## config.mk

```make
export PLATFORM = sky130hd
export DESIGN_NAME = fetch_unit
export DESIGN_NICKNAME = d
export VERILOG_FILES = /design/src/rtl/fetch_pkg.sv /design/src/rtl/fetch_queue.sv /design/src/rtl/fetch_unit.sv
export SDC_FILE = /design/constraint.sdc
export NUM_CORES = 1
export LEC_CHECK = 0
export ABC_AREA = 0
export CAP_MARGIN = 20
export CELL_PAD_IN_SITES_DETAIL_PLACEMENT = 1
export CELL_PAD_IN_SITES_GLOBAL_PLACEMENT = 2
export CORE_ASPECT_RATIO = 0.75
export CORE_MARGIN = 10
export CORE_UTILIZATION = 42
export DETAILED_ROUTE_END_ITERATION = 16
export PLACE_DENSITY = 0.85
export SLEW_MARGIN = 10
export SYNTH_ARGS = -nofsm -noshare
export SYNTH_HDL_FRONTEND = slang
export SYNTH_SLANG_ARGS = --single-unit
```

## constraint.sdc

```tcl
create_clock -name clk -period 8.4 [get_ports clk]
set_clock_uncertainty 0.2 [all_clocks]
set_input_delay 1.26 -clock clk [delete_from_list [all_inputs] [get_ports clk]]
set_output_delay 1.26 -clock clk [all_outputs]
set_load 0.02 [all_outputs]
```

## src/rtl/fetch_pkg.sv

```systemverilog
// -----------------------------------------------------------------------------
// fetch_pkg
// Shared definitions for the instruction-fetch front end.
//   RESET_PC_DEFAULT : default PC issued after reset
//   ENTRY_W          : width of one packed queue entry {pc, inst}
//   fetch_state_t    : fetch FSM states (ISSUE drives a new PC, WAIT takes
//                      the icache response)
//   fetch_entry_t    : one queued instruction together with its PC
// -----------------------------------------------------------------------------
package fetch_pkg;

  localparam logic [31:0] RESET_PC_DEFAULT = 32'h1c00_0000;
  localparam int          ENTRY_W          = 64;

  typedef enum logic {
    ISSUE = 1'b0,
    WAIT  = 1'b1
  } fetch_state_t;

  typedef struct packed {
    logic [31:0] pc;
    logic [31:0] inst;
  } fetch_entry_t;

endpackage

```

## src/rtl/fetch_queue.sv

```systemverilog
// -----------------------------------------------------------------------------
// fetch_queue
// Circular buffer of fetched {pc, inst} entries. It takes 0..2 pushes and
// 0..2 pops per cycle and can be flushed. It exposes the head and head+1
// entries for dual-issue decode.
// Ports:
//   clk, rstn    : clock, synchronous active-low reset
//   i_flush      : empty the queue (pointers and count to zero)
//   i_push_num   : number of entries pushed this cycle (0..2)
//   i_push0/1    : packed entries written at tail and tail+1
//   i_pop_num    : entries requested by decode; clipped to the current count
//   o_count      : number of valid entries
//   o_head0/1    : packed entries at head and head+1 (wrapping)
// -----------------------------------------------------------------------------
module fetch_queue
  import fetch_pkg::*;
#(
  parameter int QDEPTH = 8
) (
  input  logic                       clk,
  input  logic                       rstn,
  input  logic                       i_flush,
  input  logic [1:0]                 i_push_num,
  input  logic [ENTRY_W-1:0]         i_push0,
  input  logic [ENTRY_W-1:0]         i_push1,
  input  logic [1:0]                 i_pop_num,
  output logic [$clog2(QDEPTH):0]    o_count,
  output logic [ENTRY_W-1:0]         o_head0,
  output logic [ENTRY_W-1:0]         o_head1
);

  localparam int PW = $clog2(QDEPTH);
  localparam int CW = PW + 1;

  fetch_entry_t      r_mem [QDEPTH];
  logic [PW-1:0]     r_head;
  logic [PW-1:0]     r_tail;
  logic [CW-1:0]     r_count;

  logic [1:0]        w_popEff;
  logic [PW-1:0]     w_tailNext1;
  logic [PW-1:0]     w_headNext1;

  // Decode may ask for more than is present; only what exists is removed.
  // When the request exceeds the count the count is at most 1, so its low
  // two bits are the exact amount.
  always_comb begin
    w_popEff = i_pop_num;
    if (CW'(i_pop_num) > r_count) begin
      w_popEff = r_count[1:0];
    end
  end

  assign w_tailNext1 = r_tail + PW'(1);
  assign w_headNext1 = r_head + PW'(1);

  // Entry storage. It is cleared on reset so that the read ports show zero
  // before anything is fetched. A flush leaves the data alone because the
  // zeroed count already marks it invalid.
  always_ff @(posedge clk) begin
    if (!rstn) begin
      for (int i = 0; i < QDEPTH; i++) begin
        r_mem[i] <= '0;
      end
    end else if (!i_flush) begin
      if (i_push_num != 2'd0) begin
        r_mem[r_tail] <= fetch_entry_t'(i_push0);
      end
      if (i_push_num == 2'd2) begin
        r_mem[w_tailNext1] <= fetch_entry_t'(i_push1);
      end
    end
  end

  // Pointers and occupancy. The pointers wrap naturally through their PW-bit
  // width. The count is one bit wider so that it can represent a full queue.
  always_ff @(posedge clk) begin
    if (!rstn || i_flush) begin
      r_head  <= '0;
      r_tail  <= '0;
      r_count <= '0;
    end else begin
      r_head  <= r_head + PW'(w_popEff);
      r_tail  <= r_tail + PW'(i_push_num);
      r_count <= r_count + CW'(i_push_num) - CW'(w_popEff);
    end
  end

  assign o_count = r_count;
  assign o_head0 = r_mem[r_head];
  assign o_head1 = r_mem[w_headNext1];

endmodule

```

## src/rtl/fetch_unit.sv

```systemverilog
// -----------------------------------------------------------------------------
// fetch_unit
// Instruction-fetch front end. It drives the fetch PC to the icache and
// queues the returned instruction pairs. It presents up to two queued
// instructions per cycle to decode. Backend redirects flush the queue and
// restart fetch.
// Ports:
//   clk, rstn         : clock, synchronous active-low reset
//   pc                : fetch address to the icache
//   icache_valid_reg  : icache response valid (one cycle after pc)
//   ir_reg            : [63:32] inst at pc, [31:0] inst at pc+4
//   flag_reg          : ir_reg[31:0] holds a valid instruction
//   redirect          : flush and restart fetch at redirect_pc
//   redirect_pc       : restart address (word aligned internally)
//   deq_num           : instructions consumed by decode this cycle (0..2)
//   inst0/inst0_pc    : queue head instruction and its PC
//   inst1/inst1_pc    : head+1 instruction and its PC
//   inst_valid        : {slot1 valid, slot0 valid}
// -----------------------------------------------------------------------------
module fetch_unit
  import fetch_pkg::*;
#(
  parameter int          QDEPTH   = 8,
  parameter logic [31:0] RESET_PC = RESET_PC_DEFAULT
) (
  input  logic        clk,
  input  logic        rstn,
  output logic [31:0] pc,
  input  logic        icache_valid_reg,
  input  logic [63:0] ir_reg,
  input  logic        flag_reg,
  input  logic        redirect,
  input  logic [31:0] redirect_pc,
  input  logic [1:0]  deq_num,
  output logic [31:0] inst0,
  output logic [31:0] inst1,
  output logic [31:0] inst0_pc,
  output logic [31:0] inst1_pc,
  output logic [1:0]  inst_valid
);

  localparam int CW = $clog2(QDEPTH) + 1;

  fetch_state_t      r_state;
  logic [31:0]       r_pc;

  logic              w_push;
  logic              w_two;
  logic [1:0]        w_pushNum;
  logic [1:0]        w_popNum;
  logic [CW-1:0]     w_count;
  logic [CW-1:0]     w_free;
  fetch_entry_t      w_push0;
  fetch_entry_t      w_push1;
  logic [ENTRY_W-1:0] w_head0;
  logic [ENTRY_W-1:0] w_head1;
  fetch_entry_t      w_head0Entry;
  fetch_entry_t      w_head1Entry;
  logic              w_unusedPcLow;

  // A response is taken only in WAIT and never in a redirect cycle. The
  // second word is used only when the pair stays inside one 8-byte block,
  // that is, when the fetch PC is 8-byte aligned.
  always_comb begin
    w_push    = (r_state == WAIT) && icache_valid_reg && !redirect;
    w_two     = flag_reg && !r_pc[2];
    w_pushNum = 2'd0;
    if (w_push) begin
      w_pushNum = w_two ? 2'd2 : 2'd1;
    end
    w_popNum  = redirect ? 2'd0 : deq_num;
  end

  assign w_push0 = '{pc: r_pc,            inst: ir_reg[63:32]};
  assign w_push1 = '{pc: r_pc + 32'd4,    inst: ir_reg[31:0]};

  // Free space is judged on the count before this cycle's dequeue. This can
  // cost a cycle, but it keeps the issue decision independent of decode.
  assign w_free = CW'(QDEPTH) - w_count;

  // Fetch FSM and PC register. A redirect overrides everything. ISSUE holds
  // the PC until two slots are free. WAIT holds until the icache answers,
  // then advances past what was actually queued.
  always_ff @(posedge clk) begin
    if (!rstn) begin
      r_state <= ISSUE;
      r_pc    <= RESET_PC;
    end else if (redirect) begin
      r_state <= ISSUE;
      r_pc    <= {redirect_pc[31:2], 2'b00};
    end else begin
      case (r_state)
        ISSUE: begin
          if (w_free >= CW'(2)) begin
            r_state <= WAIT;
          end
        end
        WAIT: begin
          if (icache_valid_reg) begin
            r_pc    <= r_pc + (w_two ? 32'd8 : 32'd4);
            r_state <= ISSUE;
          end
        end
        default: begin
          r_state <= ISSUE;
        end
      endcase
    end
  end

  fetch_queue #(
    .QDEPTH     (QDEPTH)
  ) u_queue (
    .clk        (clk),
    .rstn       (rstn),
    .i_flush    (redirect),
    .i_push_num (w_pushNum),
    .i_push0    (w_push0),
    .i_push1    (w_push1),
    .i_pop_num  (w_popNum),
    .o_count    (w_count),
    .o_head0    (w_head0),
    .o_head1    (w_head1)
  );

  assign w_head0Entry = fetch_entry_t'(w_head0);
  assign w_head1Entry = fetch_entry_t'(w_head1);

  assign pc         = r_pc;
  assign inst0      = w_head0Entry.inst;
  assign inst0_pc   = w_head0Entry.pc;
  assign inst1      = w_head1Entry.inst;
  assign inst1_pc   = w_head1Entry.pc;
  assign inst_valid = {(w_count >= CW'(2)), (w_count >= CW'(1))};

  // The low redirect address bits are dropped by the word alignment.
  assign w_unusedPcLow = &{1'b0, redirect_pc[1:0]};

  // Decode must never consume more than is queued.
  assert property (@(posedge clk) disable iff (!rstn || redirect)
                   CW'(deq_num) <= w_count);

endmodule

```

==> flow_summary_export.csv, run 1 <==
group,metric,value,unit
clock_tree,cts.sinks,537,
global_routing,grt_pass1_vias,23900,
setup_path,worstSetupEndpointType,"output pin",
final_layout,regArea,15700,µm²
synth,syn_area_per_cell,13.5,µm²
setup_path,timing.rr.start,"r_state$_SDFF_PP0_",
power,peakVddDrop,149,µV
power,p_leak,12.0,nW
route,firstDrtPassIters,5,
global_routing,grt.overflow.total,0,
setup_path,r2r_end,"u_queue.r_mem[6][16]$_DFFE_PP_",
worst_hold_path,hold_start,"r_state$_SDFF_PP0_",
final_layout,final_common_cell,"edfxtp_1",
worst_hold_path,hold_end,"r_state$_SDFF_PP0_",
clock_tree,post_cts_resized,0,
clock_tree,clock_latency,0.63,ns
clock_tree,root_buffer,"clkbuf_16",
timing,grt_setup_unrepaired,"false",
floorplan,core_area,73300,µm²
setup_path,critical_path_class,"reg2out",
route,vias,22500,
floorplan,ioPinCount,265,
clock_tree,cts_hold_repair.buffers,0,
worst_hold_path,hold_depth,2,
synth,synth_cells,2305,
setup_path,worst-path-max-fanout,68,
final_layout,final_cell_mix,"496 x edfxtp_1, 266 x a22o_1, 255 x clkdlybuf4s50_1",
floorplan,die_height,255,µm
clock_tree,cts_setup_buffers,0,
final_layout,nFillCells,7133,
timing,finalHoldViolCount,0,
power,powerDensity,194,nW/µm²
synth,synth_edf_count,496,
setup_path,arrival,4.36,ns
timing,fmax,172,MHz
clock_tree,cts_max_level,2,
floorplan,rows,86,
floorplan,fp.dieArea,85200,µm²
placement,dpl_cell_area,34300,µm²
route,wl,109000,µm
placement,dp.cells,3287,
global_routing,antenna_found_initial,6,
timing,worst_slew_pin_slew,1.14,ns
setup_path,r2r_cells,8,
synth,synthFlopType,"edfxtp_1",
timing,tns,0,ns
final_layout,final_area,36200,µm²
setup_path,start_kind,"register",
placement,port_buffers,256,
floorplan,start_util,0.423,
synth,yosys_warnings,0,
global_routing,grt_start_max_net_pins,134,
route,vias_per_cell,6.63,
timing,relSlewSlack,0.239,
final_layout,multiInputGateArea,14200,µm²
synth,yosysSeqAreaShare,0.507,
clock_tree,cts_max_path_buffers,3,
clock_tree,numCtsBuffers,58,
route,drc,0,
synth,syn-cell-area,31000,µm²
route,avgRoutedWirePerCell,32.1,µm
synth,synthArstFlopShare,0,
run,maxCapViolCount,0,
timing,setup_viol,0,
synth,synth.distinct_cells,53,
final_layout,area_delta_synth_final,16.7,%
global_routing,track_usage,0.248,
setup_path,required,6.94,ns
outcome,status,"finished, final reports clean",
worst_hold_path,hold_path.class,"reg2reg",
placement,detailed_place_hpwl,64700,µm
floorplan,die_w,334,µm
final_layout,layout-drive-gt1-share,0.228,
final_layout,fin_nets,2504,
timing,finalCritPeriodShare,0.693,
route,drtAntennaViolNets,0,
synth,ys_ff_latch,537,
timing,slew_viol_final,0,
placement,gp_congestion,0.801,
timing,min_period,5.82,ns
clock_tree,cts_tree,"built",
final_layout,fin_cells,3400,
clock_tree,path_clk_slew,0.06,ns
global_routing,grt_pass1_wl,161000,µm
setup_path,r2r_slack,4.18,ns
route,drt_iter0_markers,2480,
sequential cells by signal (all words and copies together), names as in the netlist:
name	cells
u_queue.r_mem	496
u_queue.r_tail	3
pc	30
r_state	1
u_queue.o_count	4
u_queue.r_head	3
how the worst max path moves through the flow:
stage                                  from                              to  slack, ns  depth (start not counted)
6_report       u_queue.r_head[0]$_SDFF_PP0_                     inst1_pc[4]       2.58                          5
5_1_grt        u_queue.r_head[1]$_SDFF_PP0_                     inst0_pc[8]       2.31                          5
2_1_floorplan                      redirect   u_queue.r_mem[4][0]$_DFFE_PP_       3.47                          7
3_5_place_dp                       redirect  u_queue.r_mem[6][22]$_DFFE_PP_       2.63                         10
4_1_cts        u_queue.r_head[1]$_SDFF_PP0_                     inst0_pc[8]       2.44                          5
3_3_place_gp                       redirect  u_queue.r_mem[6][23]$_DFFE_PP_       2.72                         10
layer usage:
layer  share of wire  up-vias  GRT usage
met4           0.028        6     0.0729
met2            0.49     1120      0.418
met5         0.00043        -          0
met1            0.40    11900      0.325
met3           0.082      224     0.0424
li1                -     9304          -
stage by stage:
step                       util  total power, W  hold WS, ns  worst slack (ns)
final                     0.494         0.00702        0.483              2.58
after global routing      0.494         0.00724        0.532              2.31
after CTS                 0.494         0.00706        0.478              2.44
after detailed placement  0.468         0.00446        0.446              2.63
after global placement    0.468         0.00442        0.406              2.72
after floorplan               -         0.00393        0.344              3.47
power by group:
part | internal, W | switching, W
registers | 0.00302 | 0.000118
logic | 0.000602 | 0.000652
clock network | 0.00153 | 0.00110
total | 0.00515 | 0.00187
cells by family after synthesis:
kind of cell               after synthesis  share of synthesized area
AOI/OAI and AO/OA                      578                      0.130
DFF                                    537                      0.507
and+or+nand+nor                        424                     0.0710
muxes                                  378                      0.227
buffers and inverters                  325                     0.0432
xor gates and xnor gates                41                     0.0121
adders and majority gates               21                    0.00944
other                                    1                   0.000121
cell type report:
type / instances / share of cell area
sequential: 537 / 0.434
antenna: 3 / 0.000207
clock inverter: 40 / 0.0101
timing repair buffer: 316 / 0.0852
clock buffer: 69 / 0.0430
multi-input combinational: 1448 / 0.392
tap: 968 / 0.0335
inverter: 19 / 0.00197
Yosys cell counts, types with 8 or more instances:
master / number / area, µm²
or3_1: 18 / 113
buf_4: 9 / 67.6
nand3_1: 36 / 180
o21ai_1: 8 / 40.0
xor2_1: 17 / 149
a31oi_1: 28 / 175
a21oi_1: 78 / 390
a22o_1: 266 / 2330
inv_1: 19 / 71.3
nor3_1: 15 / 75.1
nand4_1: 16 / 100
nor2_1: 60 / 225
o31ai_1: 31 / 233
buf_1: 81 / 304
nor2b_1: 51 / 319
mux4_2: 248 / 5590
edfxtp_1: 496 / 14900
and2_1: 38 / 238
nand2_1: 143 / 537
ha_1: 17 / 213
dfxtp_1: 41 / 821
mux2_2: 124 / 1400
buf_2: 70 / 350
xnor2_1: 22 / 193
and3_1: 10 / 62.6
clkbuf_1: 146 / 548
o21ai_0: 155 / 776
critical path, stage by stage, from the launching register on:
cell,delay [ns]
dfxtp_4,0.98
ha_4,0.87
buf_12,0.49
mux4_2,0.39
mux2_2,0.35
clkdlybuf4s50_1,0.58
Power figures use the tool's default switching activity.
==> run 2: changes to the inputs <==
==> constraint.sdc (replaced) <==
create_clock -name clk -period 6 [get_ports clk]
set_clock_uncertainty 0.2 [all_clocks]
set_input_delay 0.9 -clock clk [delete_from_list [all_inputs] [get_ports clk]]
set_output_delay 0.9 -clock clk [all_outputs]
set_load 0.02 [all_outputs]
==> run 2 against run 1 <==
Effect of this change: clock power rose by 43%; hold slack better by 0.011 ns; non-clock buffer count grew 10; worst setup slack lost 1.6 ns; register-to-register slack worse by 2.2 ns; final area up 0.57%; combinational power rose by 42%; sequential cell count unchanged; via count grew 1.1%; critical path depth did not move; sequential power grew 40%; count of clock-buffer cells in the layout fell by 1.
==> flow_summary_export.csv, run 2 (synthesized netlist as in run 1, its figures left out) <==
group,metric,value,unit
placement,dp.cells,3298,
clock_tree,numCtsBuffers,57,
timing,fmax,199,MHz
setup_path,start_kind,"register",
final_layout,area_delta_synth_final,17.4,%
global_routing,grt.overflow.total,0,
global_routing,track_usage,0.249,
timing,setup_viol,0,
global_routing,grt_pass1_vias,24000,
final_layout,fin_cells,3406,
timing,relSlewSlack,0.212,
global_routing,antenna_found_initial,8,
floorplan,fp.dieArea,85200,µm²
final_layout,nFillCells,7149,
floorplan,die_w,334,µm
outcome,status,"finished, final reports clean",
setup_path,slowest_stage,"dfxtp_4",
route,drc,0,
route,drtAntennaViolNets,0,
timing,tns,0,ns
global_routing,grt_pass1_wl,161000,µm
setup_path,critical_path.cell_chain,"ha_4 > xor2_4 > buf_12 > mux2_2 > clkdlybuf4s50_1",
setup_path,slowest_delay,0.77,ns
setup_path,required,4.90,ns
clock_tree,cts_setup_buffers,0,
floorplan,core_area,73300,µm²
route,drt_iter0_markers,2386,
clock_tree,post_cts_resized,0,
worst_hold_path,hold_path.class,"reg2reg",
final_layout,regMostFlops,"u_queue.r_mem",
setup_path,arrival,3.92,ns
route,vias_per_cell,6.69,
placement,detailed_place_hpwl,64700,µm
route,firstDrtPassIters,7,
final_layout,largest_reg_flops,496,
global_routing,grt_start_max_net_pins,122,
timing,finalCritPeriodShare,0.836,
clock_tree,cts_hold_repair.buffers,0,
floorplan,die_height,255,µm
final_layout,final_area,36400,µm²
route,avgRoutedWirePerCell,32.3,µm
clock_tree,clock_latency,0.62,ns
final_layout,final_common_cell,"edfxtp_1",
floorplan,ioPinCount,265,
timing,slew_viol_final,0,
setup_path,worst-path-max-fanout,48,
clock_tree,cts_max_level,2,
clock_tree,cts_tree,"built",
timing,whs,0.494,ns
power,powerDensity,273,nW/µm²
timing,grt_setup_unrepaired,"false",
timing,worst_slew_pin_slew,1.17,ns
placement,gp_congestion,0.831,
route,wl,110000,µm
timing,finalHoldViolCount,0,
run,maxCapViolCount,0,
final_layout,layout-drive-gt1-share,0.234,
final_layout,final_cell_mix,"496 x edfxtp_1, 266 x a22o_1, 255 x clkdlybuf4s50_1",
clock_tree,root_buffer,"clkbuf_16",
floorplan,start_util,0.423,
floorplan,rows,86,
clock_tree,cts.sinks,537,
clock_tree,path_clk_slew,0.06,ns
setup_path,worstSetupEndpointType,"output pin",
power,p_leak,12.1,nW
power,total_power,0.00993,W
timing,min_period,5.02,ns
placement,dpl_cell_area,34400,µm²
clock_tree,cts_max_path_buffers,3,
final_layout,fin_nets,2513,
setup_path,critical_path_class,"reg2out",
placement,port_buffers,256,
route,vias,22800,
power,peakVddDrop,213,µV
==> run 2: cell type report <==
class,count,area (µm²),share of cell area
clock inverter,37,439,0.0121
multi-input combinational,1448,14200,0.390
antenna,3,7.51,0.000206
clock buffer,68,1510,0.0415
tap,968,1210,0.0333
sequential,537,15700,0.432
inverter,19,71.3,0.00196
timing repair buffer,326,3260,0.0895
==> run 2: final timing paths <==
path	start	to	slack [ns]	cells past startpoint
setup / recovery	u_queue.r_head[0]$_SDFF_PP0_	inst1_pc[30]	0.98	5
hold / removal	r_state$_SDFF_PP0_	r_state$_SDFF_PP0_	0.49	2
hold reg to reg	r_state$_SDFF_PP0_	r_state$_SDFF_PP0_	0.49	2
setup reg to reg	pc[8]$_SDFFE_PN0P_	u_queue.r_mem[7][56]$_DFFE_PP_	1.97	5
==> run 2: report_power, final <==
part	internal [W]	total, W	switching, W
Clock	0.00222	0.00376	0.00155
Combinational	0.000852	0.00177	0.000916
Sequential	0.00423	0.00440	0.000162
==> run 2: worst max-delay path, delay by kind of cell, from the launching register on <==
family / cells / cell delay [ns]
buffers and inverters: 2 / 1.04
DFF: 1 / 0.77
xor gates and xnor gates: 1 / 0.70
muxes: 1 / 0.45
adders and majority gates: 1 / 0.26
==> run 2: per-layer routing <==
layer	GRT usage	wire, µm	vias to the layer above
met4	0.0903	3970	10
met5	0	68	-
met3	0.0446	9190	261
met1	0.324	43400	12000
met2	0.412	53300	1208
li1	-	-	9311
==> run 2: per-stage QoR <==
step	worst slack, ns	utilization
after floorplan	1.43	-
after global placement	1.38	0.470
after detailed placement	1.35	0.470
after CTS	0.957	0.497
after global routing	0.874	0.497
final	0.982	0.497
